File: src/rtl/seg7_scan_driver.sv
// Multiplexed 7-segment scan driver with shadowed digit capture, leading-zero blanking and frame pulse.
// Optional macro SEG7_HEX_EN: codes 10..15 decode to hex letters instead of a dash.
`timescale 1ns/1ps
module seg7_scan_driver #(
  parameter int unsigned NUM_DIGITS  = 4,
  parameter int unsigned REFRESH_DIV = 50000
) (
  input  logic                      clk,
  input  logic                      rst,
  input  logic                      en,
  input  logic [4*NUM_DIGITS-1:0]   digits,
  input  logic [NUM_DIGITS-1:0]     dp,
  input  logic                      blank_lz,
  output logic [7:0]                seg,
  output logic [NUM_DIGITS-1:0]     an,
  output logic                      frame_done
);

  localparam int unsigned PW = (REFRESH_DIV > 1) ? $clog2(REFRESH_DIV) : 1;
  localparam int unsigned IW = (NUM_DIGITS > 1) ? $clog2(NUM_DIGITS) : 1;
  localparam logic [PW-1:0] PRESC_MAX = PW'(REFRESH_DIV - 1);
  localparam logic [IW-1:0] IDX_MAX   = IW'(NUM_DIGITS - 1);

  logic [PW-1:0]           r_presc;
  logic [IW-1:0]           r_idx;
  logic [4*NUM_DIGITS-1:0] r_sh_digits;
  logic [NUM_DIGITS-1:0]   r_sh_dp;

  logic                    w_tick;
  logic                    w_last;
  logic [3:0]              w_cur_digit;
  logic                    w_cur_dp;
  logic                    w_cur_blank;
  logic                    w_zero_run;
  logic [7:0]              w_seg_c;
  logic [NUM_DIGITS-1:0]   w_an_c;

  function automatic logic [6:0] f_decode(input logic [3:0] code);
    case (code)
      4'd0:    return 7'b0000001;
      4'd1:    return 7'b1001111;
      4'd2:    return 7'b0010010;
      4'd3:    return 7'b0000110;
      4'd4:    return 7'b1001100;
      4'd5:    return 7'b0100100;
      4'd6:    return 7'b0100000;
      4'd7:    return 7'b0001111;
      4'd8:    return 7'b0000000;
      4'd9:    return 7'b0000100;
`ifdef SEG7_HEX_EN
      4'd10:   return 7'b0001000;
      4'd11:   return 7'b1100000;
      4'd12:   return 7'b0110001;
      4'd13:   return 7'b1000010;
      4'd14:   return 7'b0110000;
      default: return 7'b0111000;
`else
      default: return 7'b1111110;
`endif
    endcase
  endfunction

  assign w_tick = en && (r_presc == PRESC_MAX);
  assign w_last = (r_idx == IDX_MAX);

  // Select the active shadow digit; the zero run walks down from the most significant digit.
  always_comb begin
    w_cur_digit = 4'd0;
    w_cur_dp    = 1'b0;
    w_cur_blank = 1'b0;
    w_zero_run  = 1'b1;
    for (int i = NUM_DIGITS - 1; i >= 0; i--) begin
      w_zero_run = w_zero_run & (r_sh_digits[4*i +: 4] == 4'd0);
      if (IW'(i) == r_idx) begin
        w_cur_digit = r_sh_digits[4*i +: 4];
        w_cur_dp    = r_sh_dp[i];
        w_cur_blank = blank_lz && w_zero_run && (i != 0);
      end
    end
  end

  assign w_seg_c = {~w_cur_dp, w_cur_blank ? 7'h7F : f_decode(w_cur_digit)};
  assign w_an_c  = ~(NUM_DIGITS'(1) << r_idx);

  // Scan state, shadow capture and registered display outputs.
  always_ff @(posedge clk or posedge rst) begin
    if (rst) begin
      r_presc     <= '0;
      r_idx       <= '0;
      r_sh_digits <= '0;
      r_sh_dp     <= '0;
      an          <= '1;
      seg         <= 8'hFF;
      frame_done  <= 1'b0;
    end else if (en) begin
      r_presc <= w_tick ? '0 : r_presc + PW'(1);
      if (w_tick) begin
        r_idx <= w_last ? '0 : r_idx + IW'(1);
      end
      if (w_tick && w_last) begin
        r_sh_digits <= digits;
        r_sh_dp     <= dp;
      end
      an         <= w_an_c;
      seg        <= w_seg_c;
      frame_done <= w_tick && w_last;
    end else begin
      an         <= '1;
      seg        <= 8'hFF;
      frame_done <= 1'b0;
    end
  end

endmodule

File: config.mk
export PLATFORM = sky130hd
export DESIGN_NAME = seg7_scan_driver
export DESIGN_NICKNAME = d
export VERILOG_FILES = /design/src/rtl/seg7_scan_driver.sv
export SDC_FILE = /design/constraint.sdc
export NUM_CORES = 1
export LEC_CHECK = 0
export CORE_AREA = 2 2 84 86
export CTS_CLUSTER_DIAMETER = 100
export DETAILED_ROUTE_END_ITERATION = 12
export DIE_AREA = 0 0 86 88
export HOLD_SLACK_MARGIN = 0.08
export PLACE_DENSITY = 0.59
export SLEW_MARGIN = 20
export SYNTH_ARGS = -nofsm -noshare
export SYNTH_HDL_FRONTEND = slang
export SYNTH_SLANG_ARGS = --single-unit
export TNS_END_PERCENT = 100
File: constraint.sdc
create_clock -name clk -period 8 [get_ports clk]
set_input_delay 1.6 -clock clk [delete_from_list [all_inputs] [get_ports clk]]
set_output_delay 1.6 -clock clk [all_outputs]
set_load 0.05 [all_outputs]
Yosys cells after proc, flatten, opt, wreduce, memory -nomap -nowiden
Memory sizes are Yosys's and may differ from the RTL's. Cells that the tools add are included.

$add $sub $neg: 2. Multiplexer cells: 18. Eq/ne operators: 5. Shifts and indexed selects: 1. Reductions and logical operators: 11. Bitwise logic cells: 4.

Operator list (count): 4-bit 2-to-1 mux (5); 16-bit by 1-bit adder with 16-bit output, second input constant (1); 16-bit == test, second input constant (1); 16-bit 2-to-1 mux (1); 4-bit logical NOT (3); 1-bit 2-to-1 mux (9); 8-bit 2-to-1 mux (1); 7-bit 2-to-1 mux (1); 1-bit logical AND (5); 2-bit == test, first input constant (2); 4-bit inverter (1); 2-bit AND reduction (2); 1-bit by 2-bit << shifter with 4-bit output, first input constant (1); 2-bit by 1-bit adder with 2-bit output, second input constant (1); 1-bit AND (2); 1-bit by 2-bit == test with 1-bit output, first input constant (1); 2-bit == test, second input constant (1); 2-bit logical NOT (1); 2-bit 2-to-1 mux (1); 1-bit inverter (1).

Memories: 1. Register bits: 51. ROM bits: 112. Logic and storage cells: 49. Output and inout port bits: 13.

Memories: (name not given) (words 16, width 7, read ports 1, clocked after Yosys merged registers in 0, write ports 0, RTL line 39) `case (code)`.

Depth between registers and ports, before layout
Gate-level depths: netlist of run 1.

Word-level depth: 8. Depth in mapped cells: 12. Mapped depth without buffers: 11.

Least setup slack after synthesis of run 1
Ideal clock, no wire load.

Path kind: input -> register. Start point: in en. End point: reg r_sh_digits[10]. Required time: 7.875 ns. Path buffers: 1. Data arrival time: 2.637 ns. Stages on the path: 5. Slack: 5.238 ns. Path through: nand4_1 -> nor4_4 -> nand2_4 -> buf_6 -> mux2_4.

Longest elaborated chain between the ends: 3.

RTL lines: start: declaration (RTL line 10) `input logic en,`; 1-bit logical AND (RTL line 63) `assign w_tick = en && (r_presc == PRESC_MAX);`; 1-bit logical AND (RTL line 100) `if (w_tick && w_last) begin`; 2-bit AND reduction (no line) (*); end signal: assignment (RTL line 101) `r_sh_digits <= digits;`; end: declaration (RTL line 26) `logic [4*NUM_DIGITS-1:0] r_sh_digits;`.

Every way passes the cells marked *; elsewhere a longest branch is shown, timed or not. A chain may end at the register's enable or synchronous reset.

Worst setup path in the final report of run 1
Start point: in en. End point: reg r_sh_digits[9].

The elaborated chain is that of the path after synthesis.

==> results of run 1 <==
==> placed cells by master (no fill, tap or decap), types with 2 or more instances in the layout <==
cell             instances
dfstp_2                 12
a2111oi_0                4
and3_1                   4
inv_1                   13
clkbuf_8                 5
mux2_2                   9
clkdlybuf4s50_1         36
dfrtp_1                 39
and4_1                   4
nand2_1                 14
o21ai_0                 12
nor2_1                   8
xor2_1                   4
ha_1                    10
or4b_4                   2
a211oi_1                 9
mux2_4                  10
nand3b_1                 4
nand4_1                  6
nor3_1                   3
a31oi_1                  2
nor3b_1                  4
nor4_1                   2
nand3_1                  5
xnor2_1                  7
a21oi_1                  3
clkbuf_1                 3
nor2b_1                  5
==> sequential cells by signal, indices dropped and copies added (netlist names) <==
name and cells:
r_presc 16, r_sh_digits 16, seg 8, an 4, r_sh_dp 4, r_idx 2, frame_done 1
==> critical path, cell delays in order <==
cell and delay (ps):
clkdlybuf4s50_1 750, nand4_1 280, nor4_4 580, nand2_4 330, mux2_4 370
==> kinds of logic (layout without fill, tap and decap cells) <==
family,Yosys count,after routing,synth area share
DFF,51,51,0.504
and+or+nand+nor,69,69,0.168
adders and majority gates,10,10,0.0488
muxes,20,20,0.102
buffers and inverters,22,58,0.0351
AOI/OAI and AO/OA,39,39,0.105
xor gates and xnor gates,11,11,0.0376
==> through the flow <==
stage | total power [mW] | instance area [um^2] | instances | hold slack, ps
floorplan | 0.322 | 2560 | 222 | 447
global placement | 0.347 | 2990 | 330 | 475
detailed placement | 0.347 | 2990 | 330 | 481
CTS | 0.490 | 3070 | 338 | 497
global route | 0.513 | 3070 | 338 | 535
finish | 0.486 | 3070 | 338 | 494
==> area by class of cell <==
cell class | instances | area (um^2)
Tap cell | 80 | 100
Inverter | 14 | 53.8
Sequential cell | 51 | 1290
Clock buffer | 8 | 80.1
Multi-Input combinational cell | 149 | 1180
Timing Repair Buffer | 36 | 360
Fill cell | 623 | 3580
==> path summary, 6_finish.rpt <==
path,slack [ps],end,depth (start not counted),from
worst min-delay path,490,r_presc[15],1,r_presc[15]
worst min register to register,490,r_presc[15],1,r_presc[15]
max in group asynchronous,5740,r_sh_digits[8],2,rst
min in group asynchronous,1760,r_presc[10],2,rst
worst max register to register,5100,seg[3],10,r_idx[0]
worst max-delay path,4270,r_sh_digits[9],5,en
==> layer usage <==
metal	track usage	vias up
met5	0	-
met4	0.0404	0
met3	0.0339	7
met2	0.240	39
met1	0.205	891
li1	-	868
==> where the power goes <==
group	leakage (nW)	total [mW]	switching [mW]	internal, mW
clock	0.0395	0.145	0.0821	0.0624
combinational	0.716	0.0510	0.0256	0.0254
sequential	0.636	0.290	0.0170	0.273
total	1.39	0.486	0.125	0.361
==> out/qor.txt, run 1 <==
vias: 1,805
Detailed Routing Iterations Pass 1: 5
Final Routed Wirelength: 5.03 mm
total CTS buffers: 5
top post-synthesis cells by count: 39 x dfrtp_1, 14 x inv_1, 14 x nand2_1, 12 x dfstp_2, 12 x o21ai_0
area leader, netlist: dfrtp_1
Port Buf Inserts: 36
Leak: 1.39 nW
routed len/inst: 14.9 um
Core Util, Final: 0.462
CP endpoint kind: flop
fin crit period: 3730 ps
Area contributors post-synth: dfrtp_1 38%, dfstp_2 12%, mux2_4 5.9%
Post-synth EDFFs: 0
cells after synthesis: 222
CTS tree: yes
share of post-route cells with drive strength above 1: 0.174
# Post-CTS Setup Buffers: 0
remaining antenna violation count: 0
Initial Utilization: 0.386
wl on met1: 2.42 mm
full die area: 7570 um^2
# diodes: 0
TNS Setup: 0 ps
Sink Count: 51
largest net degree at the start of global routing: 52
Top Ports: 37
drt initial violations: 110
RSZ-0062 raised after global routing: false
CP arrival: 3920 ps
nets: 291
Crit path required time: 8190 ps
HP Class: flop to flop
asr flop ratio synth: 1.00
Mapped Nets: 256
Max clock buf depth: 2
DRC Markers: 0
count leader, synth: dfrtp_1
count of final hold-check violations: 0
Synth cell types: 45
area share of the largest cell type after synthesis: 0.381
met3 WL post-DR: 183 um
Tcrit/Tclk final: 0.466
Startpoint Class: primary input
max_cap viols: 0
DR vias/cell: 5.34
syn_area_per_cell: 11.5 um^2
Setup CP Type: primary input to flop
top routing layer in use: met4
CTS Root Cell: clkbuf_8
Clk Latency, worst-skew pair: 300 ps
first-pass GRT wire length: 8.89 mm
Die W: 86 um
gpl congestion: 0.811
max_slew headroom: 0.373
Cell Area, Synth: 2560 um^2
pre-CTS WS: 3900 ps
met2 wire length: 2.36 mm
post-detail-place hpwl: 3.63 mm
max-slew violation count: 0
synthesis-to-layout area growth: 19.7%
cts hold-fix bufs: 0
initial antenna violation count: 0
Final setup viols: 0
Global Route Usage Sum: 0.150
core area: 6640 um^2
number of global-route vias before repair: 1,844
Yosys reg bits: 51
post-CTS sizing: 0
Die H: 88 um
FMAX: 268 MHz
Max VDD drop: 106 uV
power per cell area: 158 nW/um^2
register area share after synthesis: 0.504
clock slew at reported path FFs: 90 ps
H-tree depth: 2
Slew @ Worst Pin: 935 ps
gr ovfl total: 0
outcome: completed
Site Rows: 30
YS warnings: 0
critical path peak fanout: 19
Fin Clk Skew: 4.93 ps
Main synth FF type: dfrtp_1
worst setup margin: 4270 ps
Power figures use the tool's default switching activity.
==> run 2, diff against run 1 <==
Clock period 8 ns to 3.85 ns, I/O delays scaled along.
==> out/qor.txt, run 2 (synthesis gave the netlist of run 1 again) <==
first-pass GRT wire length: 8.76 mm
Max VDD drop: 305 uV
Crit path max-delay family: compound AO/OA/AOI/OAI gates
core area: 6640 um^2
CTS Root Cell: clkbuf_8
share of post-route cells with drive strength above 1: 0.188
Final Routed Wirelength: 5.14 mm
Port Buf Inserts: 36
initial antenna violation count: 0
Crit path required time: 4090 ps
combinational power share: 0.105
routed len/inst: 15.1 um
total CTS buffers: 5
CP max stage delay: 540 ps
synthesis-to-layout area growth: 20.4%
FMAX: 334 MHz
Tcrit/Tclk final: 0.778
# diodes: 0
DP Cell Count: 332
share of power burned in registers: 0.594
max_slew headroom: 0.411
number of global-route vias before repair: 1,759
post-CTS sizing: 0
DR vias/cell: 5.30
fin crit period: 3000 ps
Sink Count: 51
nets: 293
Int Pwr: 749 uW
number of standard cells in the final layout excluding fillers: 340
TNS Setup: 0 ps
Top Ports: 37
number of buffers and inverters on the critical path: 3
HP Class: flop to flop
Global Route Usage Sum: 0.150
largest registers: r_presc: 16 flops, r_sh_digits: 16 flops, seg: 8 flops
CP endpoint kind: flop
outcome: completed
DRC Markers: 0
pre-CTS WS: 812 ps
max_cap viols: 0
Sw Ratio: 0.261
clock share of power: 0.301
CP arrival: 3230 ps
Leak: 1.40 nW
worst setup margin: 854 ps
Setup CP Type: flop to flop
Core Util, Final: 0.465
Final setup viols: 0
Initial Utilization: 0.386
Critical-path top delay cell: a211oi_1
gpl congestion: 0.808
cts hold-fix bufs: 0
Max clock buf depth: 2
Detailed Routing Iterations Pass 1: 4
post-detail-place hpwl: 3.62 mm
final hold slack: 489 ps
most frequent cells in the layout: 39 x dfrtp_1, 36 x clkdlybuf4s50_1, 14 x nand2_1, 13 x inv_1
drt initial violations: 97
largest net degree at the start of global routing: 52
Startpoint Class: flop
max-slew violation count: 0
NetSw: 265 uW
# Post-CTS Setup Buffers: 0
H-tree depth: 2
commonest non-fill, non-tap cell in the layout: dfrtp_1
Clk Latency, worst-skew pair: 300 ps
remaining antenna violation count: 0
gr ovfl total: 0
vias: 1,802
clock slew at reported path FFs: 90 ps
RSZ-0062 raised after global routing: false
full die area: 7570 um^2
Die W: 86 um
count of final hold-check violations: 0
Slew @ Worst Pin: 879 ps
CTS tree: yes
Fin Clk Skew: 11.6 ps
crit-path cells: inv_1 -> ha_1 -> a211oi_1 -> a211oi_1 -> inv_1 -> ha_1 -> inv_1 -> a2111oi_0 -> a211oi_1 -> o21ai_0
Site Rows: 30
critical path peak fanout: 15
power per cell area: 328 nW/um^2
Die H: 88 um
[run 2: layout make-up]
| cell class | count | area [um^2] |
|---|---|---|
| fill | 607 | 3560 |
| sequential | 51 | 1290 |
| multi-input combinational | 149 | 1180 |
| timing repair buffer | 38 | 375 |
| tap | 80 | 100 |
| clock buffer | 6 | 72.6 |
| inverter | 14 | 53.8 |
| clock inverter | 2 | 12.5 |
[run 2: power groups by stage]
stage          clock network, mW  registers [mW]  logic [mW]
2_1_floorplan                  0           0.619      0.0503
3_3_place_gp                   0           0.612       0.107
3_5_place_dp                   0           0.612       0.109
4_1_cts                    0.314           0.602       0.109
5_1_grt                    0.336           0.610       0.119
6_report                   0.305           0.602       0.106
[run 2: final timing paths]
path                             start     endpoint  slack, ps  cells past startpoint
min                        r_presc[15]  r_presc[15]        490                      1
max                           r_idx[0]       seg[3]        850                     10
max reg2reg                   r_idx[0]       seg[3]        850                     10
max in group asynchronous          rst   r_presc[0]       2410                      2
min reg2reg                r_presc[15]  r_presc[15]        490                      1
min in group asynchronous          rst  r_presc[10]        930                      2
[run 2: layer usage]
layer | routed length [um] | track usage | vias up
met1 | 2460 | 0.203 | 888
met5 | 0 | 0 | -
met4 | 62 | 0.0433 | 0
li1 | - | - | 872
met2 | 2440 | 0.243 | 36
met3 | 182 | 0.0339 | 6
[run 2: worst reg2reg max path: cells and delay by family, from the launching register on]
family,cells,cell delay [ps]
DFF,1,420
buffers and inverters,3,330
AOI/OAI and AO/OA,5,1340
adders and majority gates,2,830
[run 2: through the flow]
| step | total power [mW] | area (um^2) |
|---|---|---|
| after floorplan | 0.669 | 2560 |
| after global placement | 0.719 | 3000 |
| after detailed placement | 0.721 | 3000 |
| after CTS | 1.03 | 3090 |
| after global routing | 1.06 | 3090 |
| final | 1.01 | 3090 |
==> run 3, diff against run 2 <==
Settings changed: PLACE_DENSITY 0.59 to 0.61.
Clock period 3.85 ns to 2.5 ns, I/O delays scaled along.
==> out/qor.txt, run 3 (synthesis gave the netlist of run 1 again) <==
Core Util, Final: 0.480
Top Ports: 37
Global Route Usage Sum: 0.150
synthesis-to-layout area growth: 24.4%
remaining antenna violation count: 0
critical path peak fanout: 6
CP arrival: 2550 ps
gr ovfl total: 0
number of global-route vias before repair: 1,782
FMAX: 431 MHz
max-slew violation count: 0
gpl congestion: 0.904
commonest non-fill, non-tap cell in the layout: dfrtp_1
Site Rows: 30
first-pass GRT wire length: 8.79 mm
Die H: 88 um
CTS Root Cell: clkbuf_8
total CTS buffers: 5
CP endpoint kind: flop
Port Buf Inserts: 36
HP Class: flop to flop
power per cell area: 490 nW/um^2
nets: 302
DRC Markers: 0
fin crit period: 2320 ps
Slew @ Worst Pin: 690 ps
Final Routed Wirelength: 5.31 mm
vias: 1,831
RSZ-0062 raised after global routing: false
H-tree depth: 2
Crit path required time: 2730 ps
drt initial violations: 57
# diodes: 0
share of post-route cells with drive strength above 1: 0.230
Final setup viols: 0
Die W: 86 um
DR vias/cell: 5.25
# Post-CTS Setup Buffers: 0
Startpoint Class: flop
CTS tree: yes
max_slew headroom: 0.539
initial antenna violation count: 0
Leak: 1.46 nW
Max VDD drop: 233 uV
full die area: 7570 um^2
largest net degree at the start of global routing: 31
TNS Setup: 0 ps
Max clock buf depth: 2
clock slew at reported path FFs: 100 ps
Tcrit/Tclk final: 0.929
post-detail-place hpwl: 3.94 mm
routed len/inst: 15.2 um
Setup CP Type: flop to flop
Fin Clk Skew: 15.0 ps
Initial Utilization: 0.386
count of final hold-check violations: 0
Clk Latency, worst-skew pair: 300 ps
core area: 6640 um^2
largest registers: r_presc: 16 flops, r_sh_digits: 16 flops, seg: 8 flops
Detailed Routing Iterations Pass 1: 4
outcome: completed
most frequent cells in the layout: 39 x dfrtp_1, 36 x clkdlybuf4s50_1, 14 x nand2_1, 13 x inv_1
Sink Count: 51
max_cap viols: 0
## run 3: worst paths after layout
check / from / end / slack, ps / cells past startpoint
max in group asynchronous: rst / an[3] / 1390 / 3
worst min-delay path: r_presc[15] / r_presc[15] / 480 / 1
worst max register to register: r_idx[1] / seg[3] / 180 / 10
worst max-delay path: r_idx[1] / seg[3] / 180 / 10
worst min register to register: r_presc[15] / r_presc[15] / 480 / 1
min in group asynchronous: rst / r_sh_digits[6] / 530 / 2
## run 3: metrics by stage
stage | cell area, um^2 | total power, mW | hold slack (ps) | instances | worst slack [ps]
floorplan | 2570 | 1.03 | 447 | 222 | 47.5
global route | 3190 | 1.64 | 509 | 349 | 10.7
finish | 3190 | 1.56 | 484 | 349 | 178
global placement | 3090 | 1.11 | 467 | 341 | 191
CTS | 3170 | 1.58 | 488 | 349 | 103
detailed placement | 3090 | 1.11 | 475 | 341 | 146
## run 3: worst max-delay path, cell delays in order (launching register included)
cell and delay, ps:
dfrtp_1 410, inv_1 110, ha_1 280, a211oi_1 100, a211oi_2 310, inv_1 130, ha_1 310, inv_1 50
a2111oi_2 320, a211oi_1 70, o21ai_0 170
## run 3: cell type report
type,instances,area [um^2]
well taps,80,100
repair buffers,47,455
fillers,598,3460
flip-flops and latches,51,1290
clock inverters,2,12.5
inverters,14,52.6
clock buffers,6,72.6
multi-input cells,149,1200
## run 3: per-layer routing
| metal | wire length, um | GRT usage | vias to the layer above | share of wire |
|---|---|---|---|---|
| li1 | - | - | 891 | - |
| met1 | 2510 | 0.196 | 900 | 0.47 |
| met2 | 2620 | 0.252 | 37 | 0.49 |
| met3 | 172 | 0.0339 | 3 | 0.032 |
| met4 | 14 | 0.0404 | 0 | 0.0026 |
| met5 | 0 | 0 | - | 0 |
## run 3: power breakdown
part	internal, mW	leakage [nW]	switching, mW	total (mW)
clock network	0.196	0.0412	0.267	0.464
registers	0.874	0.636	0.0566	0.931
logic	0.0854	0.779	0.0812	0.167
## run 3: repair_timing
item                       in CTS  in global routing
gates resized for setup         0                  6
hold buffers                    0                  0
setup endpoints to repair       0                  4
hold endpoints to repair        0                  0
